<file path="config.mk">
export PLATFORM = sky130hd
export DESIGN_NAME = mole_round_ctrl
export DESIGN_NICKNAME = d
export VERILOG_FILES = /design/src/rtl/mole_round_ctrl_pkg.sv /design/src/rtl/mole_round_ctrl_interval_counter.sv /design/src/rtl/mole_round_ctrl.sv
export SDC_FILE = /design/constraint.sdc
export NUM_CORES = 1
export LEC_CHECK = 0
export CAP_MARGIN = 20
export CORE_ASPECT_RATIO = 1.25
export CORE_MARGIN = 2
export CORE_UTILIZATION = 47
export CTS_CLUSTER_DIAMETER = 120
export DETAILED_ROUTE_END_ITERATION = 6
export PLACE_DENSITY = 0.82
export SYNTH_ARGS = -nofsm -noshare
export SYNTH_HDL_FRONTEND = slang
export SYNTH_SLANG_ARGS = --single-unit
</file>
<file path="constraint.sdc">
create_clock -name clk -period 1.7 [get_ports clk]
set_clock_uncertainty 0.15 [all_clocks]
set_input_delay 0.255 -clock clk [delete_from_list [all_inputs] [get_ports clk]]
set_output_delay 0.255 -clock clk [all_outputs]
set_load 0.1 [all_outputs]
</file>
<file path="src/rtl/mole_round_ctrl_pkg.sv">
// Shared constants for the whack-a-mole round controller: FSM encoding, LFSR seed/taps,
// speedup step and the timer tick rate.
// Latency: n/a (types, constants, pure functions only).
// Backpressure: n/a.
package mole_round_ctrl_pkg;

  // Clock cycles per 1 Hz timer tick. Set to the real clock rate for silicon builds.
  localparam int CLK_FREQ = 4;

  typedef enum logic [2:0] {
    ST_IDLE   = 3'd0,
    ST_ARM    = 3'd1,
    ST_UP     = 3'd2,
    ST_RESULT = 3'd3,
    ST_OVER   = 3'd4
  } state_t;

  // Fibonacci LFSR, x^8+x^6+x^5+x^4+1, shifting left: feedback from bits 7,5,4,3.
  localparam logic [7:0] LFSR_SEED = 8'hA5;
  localparam logic [7:0] LFSR_TAPS = 8'b1011_1000;

  // Cumulative hits between interval reductions (power of two).
  localparam int SPEEDUP_HITS = 4;

  function automatic logic [7:0] lfsr_next(input logic [7:0] cur);
    return {cur[6:0], ^(cur & LFSR_TAPS)};
  endfunction

  // Nudge the candidate hole by one (mod 8) when it repeats the previous mole.
  function automatic logic [2:0] pick_pos(input logic [2:0] cand, input logic [2:0] prev);
    return (cand == prev) ? cand + 3'd1 : cand;
  endfunction

endpackage

</file>
<file path="src/rtl/mole_round_ctrl_interval_counter.sv">
// Seconds timer: a prescaler makes a tick every CLK_FREQ cycles; count moves once per tick.
// Latency: timeout is combinational in the cycle of the (interval+1)-th tick after reset release.
// Backpressure: none; free-running while rst_n is high.
//
// Ports: clk, rst_n (sync, active-low, loads the interval), dir (0 = count down from
// interval to 0, 1 = count up from 0 to interval), interval, count, timeout.
module interval_counter #(
  parameter int CLK_FREQ = 4,
  parameter int CNT_W    = 3
) (
  input  logic             clk,
  input  logic             rst_n,
  input  logic             dir,
  input  logic [CNT_W-1:0] interval,
  output logic [CNT_W-1:0] count,
  output logic             timeout
);

  localparam int             PRE_W    = (CLK_FREQ > 1) ? $clog2(CLK_FREQ) : 1;
  localparam logic [PRE_W-1:0] PRE_LAST = PRE_W'(CLK_FREQ - 1);

  logic [PRE_W-1:0] pre_cnt;
  logic             tick;
  logic             at_end;

  assign tick    = (pre_cnt == PRE_LAST);
  assign at_end  = dir ? (count == interval) : (count == '0);
  // Firing on the tick that finds count already at its end gives (interval+1) ticks total.
  assign timeout = tick && at_end;

  always_ff @(posedge clk) begin
    if (!rst_n) begin
      pre_cnt <= '0;
      count   <= dir ? '0 : interval;
    end else begin
      pre_cnt <= tick ? '0 : pre_cnt + 1'b1;
      if (tick && !at_end) begin
        count <= dir ? count + 1'b1 : count - 1'b1;
      end
    end
  end

endmodule

</file>
<file path="src/rtl/mole_round_ctrl.sv">
// Whack-a-mole round controller: shows a mole at a pseudo-random hole, scores hits, counts timeouts.
// Latency: hit in cycle N -> score updated, mole_vld=0 in N+1; next mole shown in N+3.
// Backpressure: none; start is a level sampled only in IDLE and OVER, hits only in UP.
//
// Ports: clk, rst_n (sync, active-low), start, hit_vld, hit_pos[2:0] in;
//        mole_vld, mole_pos[2:0], score[SCORE_W-1:0], misses[2:0], time_left[2:0], game_over out.
// Build option: define SPEEDUP_EN to shorten the mole-up interval every 4th hit (floor 1 s).
module mole_round_ctrl #(
  parameter int INTERVAL_INIT = 5,
  parameter int MAX_MISSES    = 3,
  parameter int SCORE_W       = 8
) (
  input  logic               clk,
  input  logic               rst_n,
  input  logic               start,
  input  logic               hit_vld,
  input  logic [2:0]         hit_pos,
  output logic               mole_vld,
  output logic [2:0]         mole_pos,
  output logic [SCORE_W-1:0] score,
  output logic [2:0]         misses,
  output logic [2:0]         time_left,
  output logic               game_over
);
  import mole_round_ctrl_pkg::*;

  localparam logic [2:0] INTERVAL_RST = 3'(INTERVAL_INIT);
  localparam logic [2:0] MISS_LIMIT   = 3'(MAX_MISSES);

  state_t     state;
  state_t     state_nxt;
  logic [7:0] lfsr;
  logic [2:0] interval_cur;
  logic [2:0] timer_count;
  logic       timer_rst_n;
  logic       timeout;
  logic       hit_match;

  assign hit_match   = hit_vld && (hit_pos == mole_pos);
  // ARM restarts the timer so every mole gets a full interval.
  assign timer_rst_n = rst_n & ~(state == ST_ARM);

  interval_counter #(
    .CLK_FREQ (CLK_FREQ),
    .CNT_W    (3)
  ) u_timer (
    .clk      (clk),
    .rst_n    (timer_rst_n),
    .dir      (1'b0),
    .interval (interval_cur),
    .count    (timer_count),
    .timeout  (timeout)
  );

  always_ff @(posedge clk) begin
    if (!rst_n) begin
      state <= ST_IDLE;
    end else begin
      state <= state_nxt;
    end
  end

  always_comb begin
    state_nxt = state;
    mole_vld  = 1'b0;
    game_over = 1'b0;
    time_left = 3'd0;
    case (state)
      ST_IDLE: begin
        if (start) state_nxt = ST_ARM;
      end
      ST_ARM: begin
        state_nxt = ST_UP;
      end
      ST_UP: begin
        mole_vld  = 1'b1;
        time_left = timer_count;
        if (hit_match || timeout) state_nxt = ST_RESULT;
      end
      ST_RESULT: begin
        // misses was already updated on the edge into RESULT.
        state_nxt = (misses == MISS_LIMIT) ? ST_OVER : ST_ARM;
      end
      ST_OVER: begin
        game_over = 1'b1;
        if (start) state_nxt = ST_ARM;
      end
      default: begin
        state_nxt = ST_IDLE;
      end
    endcase
  end

  // Score/misses update on the edge that leaves UP so RESULT already shows the outcome.
  always_ff @(posedge clk) begin
    if (!rst_n) begin
      lfsr     <= LFSR_SEED;
      mole_pos <= '0;
      score    <= '0;
      misses   <= '0;
    end else begin
      lfsr <= lfsr_next(lfsr);
      case (state)
        ST_ARM: begin
          mole_pos <= pick_pos(lfsr[2:0], mole_pos);
        end
        ST_UP: begin
          // A matching hit wins over a simultaneous timeout.
          if (hit_match) begin
            if (score != '1) score <= score + 1'b1;
          end else if (timeout) begin
            misses <= misses + 3'd1;
          end
        end
        ST_OVER: begin
          if (start) begin
            score  <= '0;
            misses <= '0;
          end
        end
        default: ;
      endcase
    end
  end

`ifdef SPEEDUP_EN
  localparam int SPD_BITS = $clog2(SPEEDUP_HITS);

  logic last_hit;

  // last_hit remembers whether the round that just closed was a hit; a saturated
  // score never wraps its low bits, so no further speedups happen once pinned.
  always_ff @(posedge clk) begin
    if (!rst_n) begin
      last_hit     <= 1'b0;
      interval_cur <= INTERVAL_RST;
    end else begin
      if (state == ST_UP) last_hit <= hit_match;
      if (state == ST_RESULT && last_hit && score[SPD_BITS-1:0] == '0 &&
          interval_cur > 3'd1) begin
        interval_cur <= interval_cur - 3'd1;
      end else if (state == ST_OVER && start) begin
        interval_cur <= INTERVAL_RST;
      end
    end
  end
`else
  assign interval_cur = INTERVAL_RST;
`endif

endmodule

</file>
# [Word-level counts from Yosys, hierarchy flattened]
# Index checks and enable logic that the tools add are counted.
[word_totals] register_bits=30 in_bits=7 out_inout_bits=19 word_cells=61
[classes] addsub=5 n_eq_ne=16 n_mux=16 bitwise=3 reduce_logical=14
[ops] cell="3-bit two-way mux" n=8
[ops] cell="8-bit two-way mux" n=3
[ops] cell="8-bit case mux with 2 select lines" n=1
[ops] cell="2-bit != test, second input constant" n=6
[ops] cell="3-bit case mux with 4 select lines" n=1
[ops] cell="3-bit by 2-bit == test with 1-bit output, second input constant" n=3
[ops] cell="8-bit by 1-bit adder with 8-bit output, second input constant" n=1
[ops] cell="8-bit != test, second input constant" n=1
[ops] cell="4-bit AND reduction" n=2
[ops] cell="8-bit parity" n=1
[ops] cell="3-bit by 1-bit adder with 3-bit output, second input constant" n=2
[ops] cell="3-bit == test" n=2
[ops] cell="3-bit zero test" n=2
[ops] cell="3-bit case mux with 2 select lines" n=1
[ops] cell="2-bit OR reduction" n=2
[ops] cell="3-bit by 1-bit == test with 1-bit output, second input constant" n=1
[ops] cell="3-bit == test, second input constant" n=1
[ops] cell="1-bit logical AND" n=3
[ops] cell="3-bit by 1-bit subtractor with 3-bit output, second input constant" n=1
[ops] cell="2-bit by 1-bit adder with 2-bit output, second input constant" n=1
[ops] cell="2-bit == test, second input constant" n=1
[ops] cell="1-bit two-way mux" n=2
[ops] cell="2-bit by 1-bit != test with 1-bit output, second input constant" n=1
[ops] cell="1-bit NOT" n=2
[ops] cell="5 further kinds" n=5

# [Depth between registers and ports, before layout]
# Gate-level depths: netlist (run 1).
[depth] word_depth=5 ltp_mapped=7 depth_no_buf=6

# [Hierarchy]
# Synthesis (run 1) repeated with hierarchy kept, for this count alone.
[hier_totals] hier_cells=171 area_unflattened_um2=1665.3
[modules_own_cells] module="mole_round_ctrl" instances=1 cells_each=144 area_per_inst_um2=1362.6 seq_area_each_um2=500.5
[modules_own_cells] module="interval_counter" instances=1 cells_each=27 area_per_inst_um2=302.8 seq_area_each_um2=130.1

# [Worst setup path before layout (run 1)]
# No wires, ideal clock.
[synth_path] kind="register to register" startpoint="register score[0]" endpoint="register score[3]" setup_ns=0.121 t_arrival_ns=2.261 required_ns=1.429 path_slack_ns=-0.831 stages_incl_launch_ff=6 path_buffers=0 period_less_slack_ns=2.531 cell_sequence="dfxtp_1 -> ha_1 -> nand3_1 -> nor4_4 -> nor3_2 -> o2bb2ai_1"
[synth_via] elab_chain_cells=4 word_cells_on_any_way=7 classes_between="add/sub: 1; eq/ne: 2; mux: 3; reduce/logical: 1"
[synth_lines] item="start: declaration" line_no="mole_round_ctrl.sv:20" rtl="output logic [SCORE_W-1:0] score,"
[synth_lines] item="start signal: assignment" line_no="mole_round_ctrl.sv:110" rtl="if (score != '1) score <= score + 1'b1;"
[synth_lines] item="8-bit by 1-bit adder with 8-bit output" line_no="mole_round_ctrl.sv:110"
[synth_lines] item="8-bit two-way mux" line_no="mole_round_ctrl.sv:110"
[synth_lines] item="8-bit two-way mux" line_no="mole_round_ctrl.sv:109" rtl="if (hit_match) begin"
[synth_lines] item="8-bit case mux with 2 select lines" line_no="mole_round_ctrl.sv:103" rtl="case (state)"
# Several ways; a longest one is shown, not always the timed one. The select of a mux whose other input is x is not followed.
# A chain may end at the register's enable or synchronous reset.

# [Final worst setup path (run 1)]
[layout_path] startpoint="register state[0]" endpoint="output port mole_vld"
[layout_via] elab_chain_cells=2
[layout_lines] item="start: declaration" line_no="mole_round_ctrl.sv:30" rtl="state_t state;"
[layout_lines] item="start signal: assignment" line_no="mole_round_ctrl.sv:59" rtl="state <= state_nxt;"
[layout_lines] item="3-bit by 2-bit == test with 1-bit output" line_no="mole_round_ctrl.sv:68" rtl="case (state)"
[layout_lines] item="1-bit two-way mux" line_no="mole_round_ctrl.sv:68"
[layout_lines] item="end: declaration" line_no="mole_round_ctrl.sv:18" rtl="output logic mole_vld,"
# No other way between the ends.

==> impl_results.md, run 1 <==
- Most frequent cells after synthesis: dfxtp_1 (30), nand2_1 (13), nor2_1 (9)
- Final Hold Slack: 272 ps
- Syn Std Cell Area: around 1600 sq um
- # IOs: 26
- Post-synth top area share: 0.383
- Bufs on Longest Clock Path: 2
- Final WL: 4890 um
- Cell taking the most area after synthesis: dfxtp_1
- Post-DP HPWL: 2850 um
- CTS root buf: clkbuf_8
- Maximum clock frequency: ~0.53 GHz
- Min Clock Period, post-route: 1870 ps
- Final TNS setup: -1090 ps
- Die width: 55.7 um
- Crit end category: output pin
- Relative slew slack: 0.744
- Initial antenna violation count: 0
- Post-route ant nets: 0
- Tcrit/Tclk final: 1.10
- RSZ-0062 raised after global routing: yes
- 1st-pass router iterations: 6
- Netlist cell types: 46
- Post-place instance area: about 2300 sq um
- Max_cap viols: 0
- CTS clock-pin slew for the worst setup and hold paths: roughly 70 ps
- Clock latency on the worst-skew pair: 290 ps
- Min-delay src: lfsr[6]
- CP max FO: 5
- 1st-iter DRT viols: 36
- Largest net degree at the start of global routing: 15
- Starting Density: 0.491
- Synthesis-stage register bit count: 30
- Synth area leaders: dfxtp_1 (38%), ha_1 (5.6%), xnor2_1 (3.9%)
- Critical path type: reg2out
- Worst R2R Start: state[0]
- Core area: 3190 sq um
- FP Rows: 23
- Drc violations: 1
- Placed Cells: 238
- Port Buffers: 25
- Main synth FF type: dfxtp_1
- Routed length per instance: 19.0 um
- YS warnings: 0
- Syn nets: approximately 180
- Critical path required time: 1290 ps
- TritonCTS Buffers: 5
- First-pass GRT wire length: 6900 um
- Syn avg cell area: 9.56 sq um
- PnR worst setup slack: -171 ps
- Via-to-Cell Ratio: 5.92
- Top-count cell post-synth: dfxtp_1
- Die Area: 3820 sq um
- Slew @ Worst Pin: 381 ps
- Via count: 1522
- Overflow after GRT: 0
- Fin nets: roughly 230
- Share of layout cells above drive strength 1: 0.473
- Tot GR Track Use: 0.239
- Total power draw: 2.46 mW
- Status: finished, violations left
- FFs w/ async S/R, synth: 0
- Hold_buf cts: 0
- Setup violations, final: 16
- Max IR drop VDD: about 790 uV
- Placer congestion estimate: between 0.8 and 0.9
- Non-Filler Instances: 257
- CTS tree: yes
- Post-route cell area: 2610 sq um
- Hold Path Class: reg2reg
- Number of enable flip-flop cells after synthesis: 0
- P&R area growth vs syn: 66.2%
- Post-layout util: 0.816
- Count of pins over their slew limit: 0
- # clock sinks: 30
- Final Hold Viols: 0
- Vias in the first global route: 1539
- Leak Pwr: 1.06 nW
- Synth Instances: 164
- Type of origin of the critical path: flip-flop
- Crit path launch: state[0]
- PwrDens: 943 nW/um^2
- H-tree levels: 2
- Worst Setup Slack post-DPL: -320 ps
- Violated checks: design-rule violations, negative setup slack
- ANT cells: 0
- Sequential area share after synthesis: 0.383
- Height of the chip: between 60 and 70 um
- Arr. time, crit path: 1470 ps
## layout make-up
cell class,instances,area [sq um]
clock inverters,3,16.3
multi-input cells,121,1120
fillers,159,589
repair buffers,51,651
well taps,37,46.3
clock buffers,5,68.8
flip-flops and latches,30,652
inverters,10,48.8
## metal layers
layer | routed length (um) | vias to the layer above | global-route usage
li1 | - | 706 | -
met1 | 1890 | 733 | 0.239
met2 | 2550 | 58 | 0.433
met3 | 226 | 25 | 0.0728
met4 | 216 | 0 | 0.162
met5 | 0 | - | 0
## worst paths after layout
path	to	slack, ps	cells after the start
worst min register to register	lfsr[7]	270	1
worst max-delay path	mole_vld	-170	4
worst max register to register	score[5]	-150	5
worst min-delay path	lfsr[7]	270	1
## cells by family (layout without fill, tap and decap cells)
kind of cell,Yosys count,count (layout),share of synthesized area
adders and majority gates,7,7,0.0559
and+or+nand+nor,65,66,0.253
muxes,5,5,0.0319
buffers and inverters,14,69,0.0447
DFF,30,30,0.383
xor gates and xnor gates,12,12,0.0670
AOI/OAI and AO/OA,31,31,0.164
## registers in the layout (all words and copies together) (netlist names)
name and count:
u_timer.pre_cnt 2, u_timer.count 3, lfsr 8, mole_pos 3, score 8, state 3, misses 3
## placed cells by master, fill, tap and decap left out, types with 2 or more instances in the layout
master and n:
nand2_1 13, o21ai_0 2, a211oi_1 2, xor2_1 5, buf_4 22, clkdlybuf4s50_1 6, a221oi_2 3, dfxtp_4 12
a21oi_1 5, nand2_4 2, nand3_1 7, ha_1 6, nor2_4 4, nand4_4 2, clkbuf_8 5, dfxtp_1 13
nor3_1 6, a211o_1 2, nand2b_1 8, mux2i_1 5, clkinv_1 2, xnor2_4 3, o2bb2ai_2 4, buf_12 19
and3_1 2, nor3b_1 2, and2_1 4, inv_1 7, clkinvlp_4 2, nor2_1 6, dfxtp_2 5, xnor2_1 4
buf_6 4
## timing repair
item                                    CTS  global route
gates cloned                              1             0
setup buffers                             3             7
resized for setup                         9            19
pin swaps                                 8             9
endpoints found under the setup margin    6            18
## worst max-delay path: stages, from the launching register on
cell	delay, ps
dfxtp_4	350
or3b_4	440
buf_6	150
clkinvlp_4	70
buf_12	170
## where the power goes
group | leakage [nW] | internal, mW | total, mW | switching [mW]
clock network | 0.0416 | 0.280 | 0.568 | 0.288
logic | 0.764 | 0.436 | 1.03 | 0.598
registers | 0.257 | 0.770 | 0.854 | 0.0844
No activity file was read; power rests on OpenSTA's default activity.
==> run 2, diff against run 1 <==
--- a/config.mk
+++ b/config.mk
@@ -6,7 +6,6 @@
 export NUM_CORES = 1
 export LEC_CHECK = 0
 export CAP_MARGIN = 20
-export CORE_ASPECT_RATIO = 1.25
 export CORE_MARGIN = 2
 export CORE_UTILIZATION = 47
 export CTS_CLUSTER_DIAMETER = 120
==> impl_results.md, run 2 (synthesis results as in run 1) <==
- Leak Pwr: 1.00 nW
- Worst R2R End: score[4]
- WHS Endpoint: u_timer.pre_cnt[0]
- 1st-pass router iterations: 4
- Slew @ Worst Pin: 436 ps
- Post-layout util: 0.828
- Routed length per instance: 17.8 um
- Slowest cell delay on critical path: approximately 400 ps
- Setup violations, final: 15
- Bufs on Longest Clock Path: 2
- Worst R2R Path Depth: 6
- Met2 Track Usage GR: 0.463
- Worst R2R Start: state[0]
- Clock latency on the worst-skew pair: 340 ps
- ANT cells: 0
- Min Clock Period, post-route: 1970 ps
- Tot GR Track Use: 0.250
- Fillcell total: 173
- Overflow after GRT: 0
- GR met3 Demand/Resource: 0.0745
- TritonCTS Buffers: 5
- # clock sinks: 30
- H-tree levels: 2
- Most used cell, CP: buf_12
- Hold_buf cts: 0
- Largest net degree at the start of global routing: 11
- Arr. time, crit path: 1560 ps
- Hold Path Class: reg2reg
- Top Usage Layer GRT: met2
- Final WL: 4660 um
- PnR worst setup slack: -270 ps
- Height of the chip: 61.8 um
- Maximum clock frequency: 0.508 GHz
- FP Rows: 20
- P&R area growth vs syn: 63.9%
- Area of the multi-input gates: 1090 sq um
- 1st-iter DRT viols: 75
- CP max FO: 4
- Register area: between 600 and 700 sq um
- Critical path required time: approximately 1300 ps
- Total power draw: about 2.4 mW
- Max_cap viols: 0
- Post-DP HPWL: 3110 um
- Worst R2R Setup Slack: -110 ps
- Type of origin of the critical path: flip-flop
- Crit-path cells: or3b_4 > buf_12 > nor2_4 > buf_12
- First-pass GRT wire length: 6780 um
- Critical path type: reg2out
- Met1 usage: 0.253
- Via count: 1483
- Crit end category: output pin
- CP top delay family: simple AND/OR/NAND/NOR gates
- # IOs: 26
- Min-delay src: u_timer.pre_cnt[0]
- Relative slew slack: 0.707
- PwrDens: 940 nW/um^2
- Share of layout cells above drive strength 1: 0.450
- Buf/Inv on CP: 2
- Count of pins over their slew limit: 0
- Placer congestion estimate: 0.875
- Die Area: 3810 sq um
- Hold Path Stages: 1
- Drc violations: 0
- Core area: 3100 sq um
- Commonest non-fill, non-tap cell in the layout: buf_4
- Tcrit/Tclk final: 1.16
- Post-route ant nets: 0
- Largest registers: lfsr x8, score x8
- Port Buffers: 25
- RSZ-0062 raised after global routing: yes
- CTS root buf: clkbuf_4
- Die width: 61.8 um
- Final Hold Viols: 0
- Status: finished, violations left
- Fin nets: 231
- Max IR drop VDD: 858 uV
- Final TNS setup: -1480 ps
- Most frequent cells in the layout: buf_4 (21), buf_12 (20), nand2_1 (13), dfxtp_1 (13), dfxtp_4 (13)
- CTS clock-pin slew for the worst setup and hold paths: about 100 ps
- Via-to-Cell Ratio: about 5.7
- Violated checks: negative setup slack
- Vias in the first global route: 1472
- Starting Density: 0.505
- Initial antenna violation count: 0
- Critical Path Slowest Stage Cell: or3b_4
- CTS tree: yes
run 2: how the worst max path moves through the flow:
stage	from	to	slack (ps)	cells after the start
after global placement	hit_vld	score[3]	-260	6
final	state[1]	time_left[2]	-270	4
after floorplan	state[2]	time_left[0]	-40	2
after global routing	state[1]	time_left[2]	-300	4
after CTS	state[1]	time_left[2]	-260	4
after detailed placement	hit_vld	score[0]	-330	6
run 2: power by group:
group          switching [mW]  internal (mW)
registers              0.0764          0.770
clock network           0.255          0.292
logic                   0.598          0.425
total                   0.929           1.49
run 2: per-layer routing:
metal / share of wire / vias to the layer above
met5: 0 / -
met2: 0.53 / 60
li1: - / 704
met4: 0.043 / 0
met3: 0.050 / 15
met1: 0.38 / 704
run 2: area by class of cell:
| type | instances | share of cell area |
|---|---|---|
| clock buffers | 8 | 0.0312 |
| flip-flops and latches | 30 | 0.255 |
| repair buffers | 49 | 0.249 |
| well taps | 44 | 0.0214 |
| inverters | 10 | 0.0190 |
| multi-input cells | 121 | 0.425 |
run 2: timing repair:
item / 4_1_cts / 5_1_grt
pin swaps: 1 / 7
resized for setup: 4 / 19
setup buffers: 1 / 6
hold endpoints to repair: 0 / 0
gates cloned: 0 / 1
endpoints found under the setup margin: 5 / 13
run 2: per-stage QoR:
step | worst slack (ps) | cell area (sq um) | hold WS (ps) | std cells
floorplan | -41.9 | 1690 | 236 | 164
global placement | -264 | 2300 | 246 | 246
detailed placement | -329 | 2300 | 283 | 246
CTS | -257 | 2400 | 296 | 255
global route | -299 | 2570 | 300 | 262
finish | -270 | 2570 | 289 | 262
==> run 3, diff against run 2 <==
--- a/config.mk
+++ b/config.mk
@@ -5,10 +5,12 @@
 export SDC_FILE = /design/constraint.sdc
 export NUM_CORES = 1
 export LEC_CHECK = 0
+export ABC_CLOCK_PERIOD_IN_PS = 1700
 export CAP_MARGIN = 20
 export CORE_MARGIN = 2
 export CORE_UTILIZATION = 47
 export CTS_CLUSTER_DIAMETER = 120
+export CTS_CLUSTER_SIZE = 30
 export DETAILED_ROUTE_END_ITERATION = 6
 export PLACE_DENSITY = 0.82
 export SYNTH_ARGS = -nofsm -noshare
==> results of run 3 <==
Same layout as run 2: the final DEF is identical, and so are final timing and power.
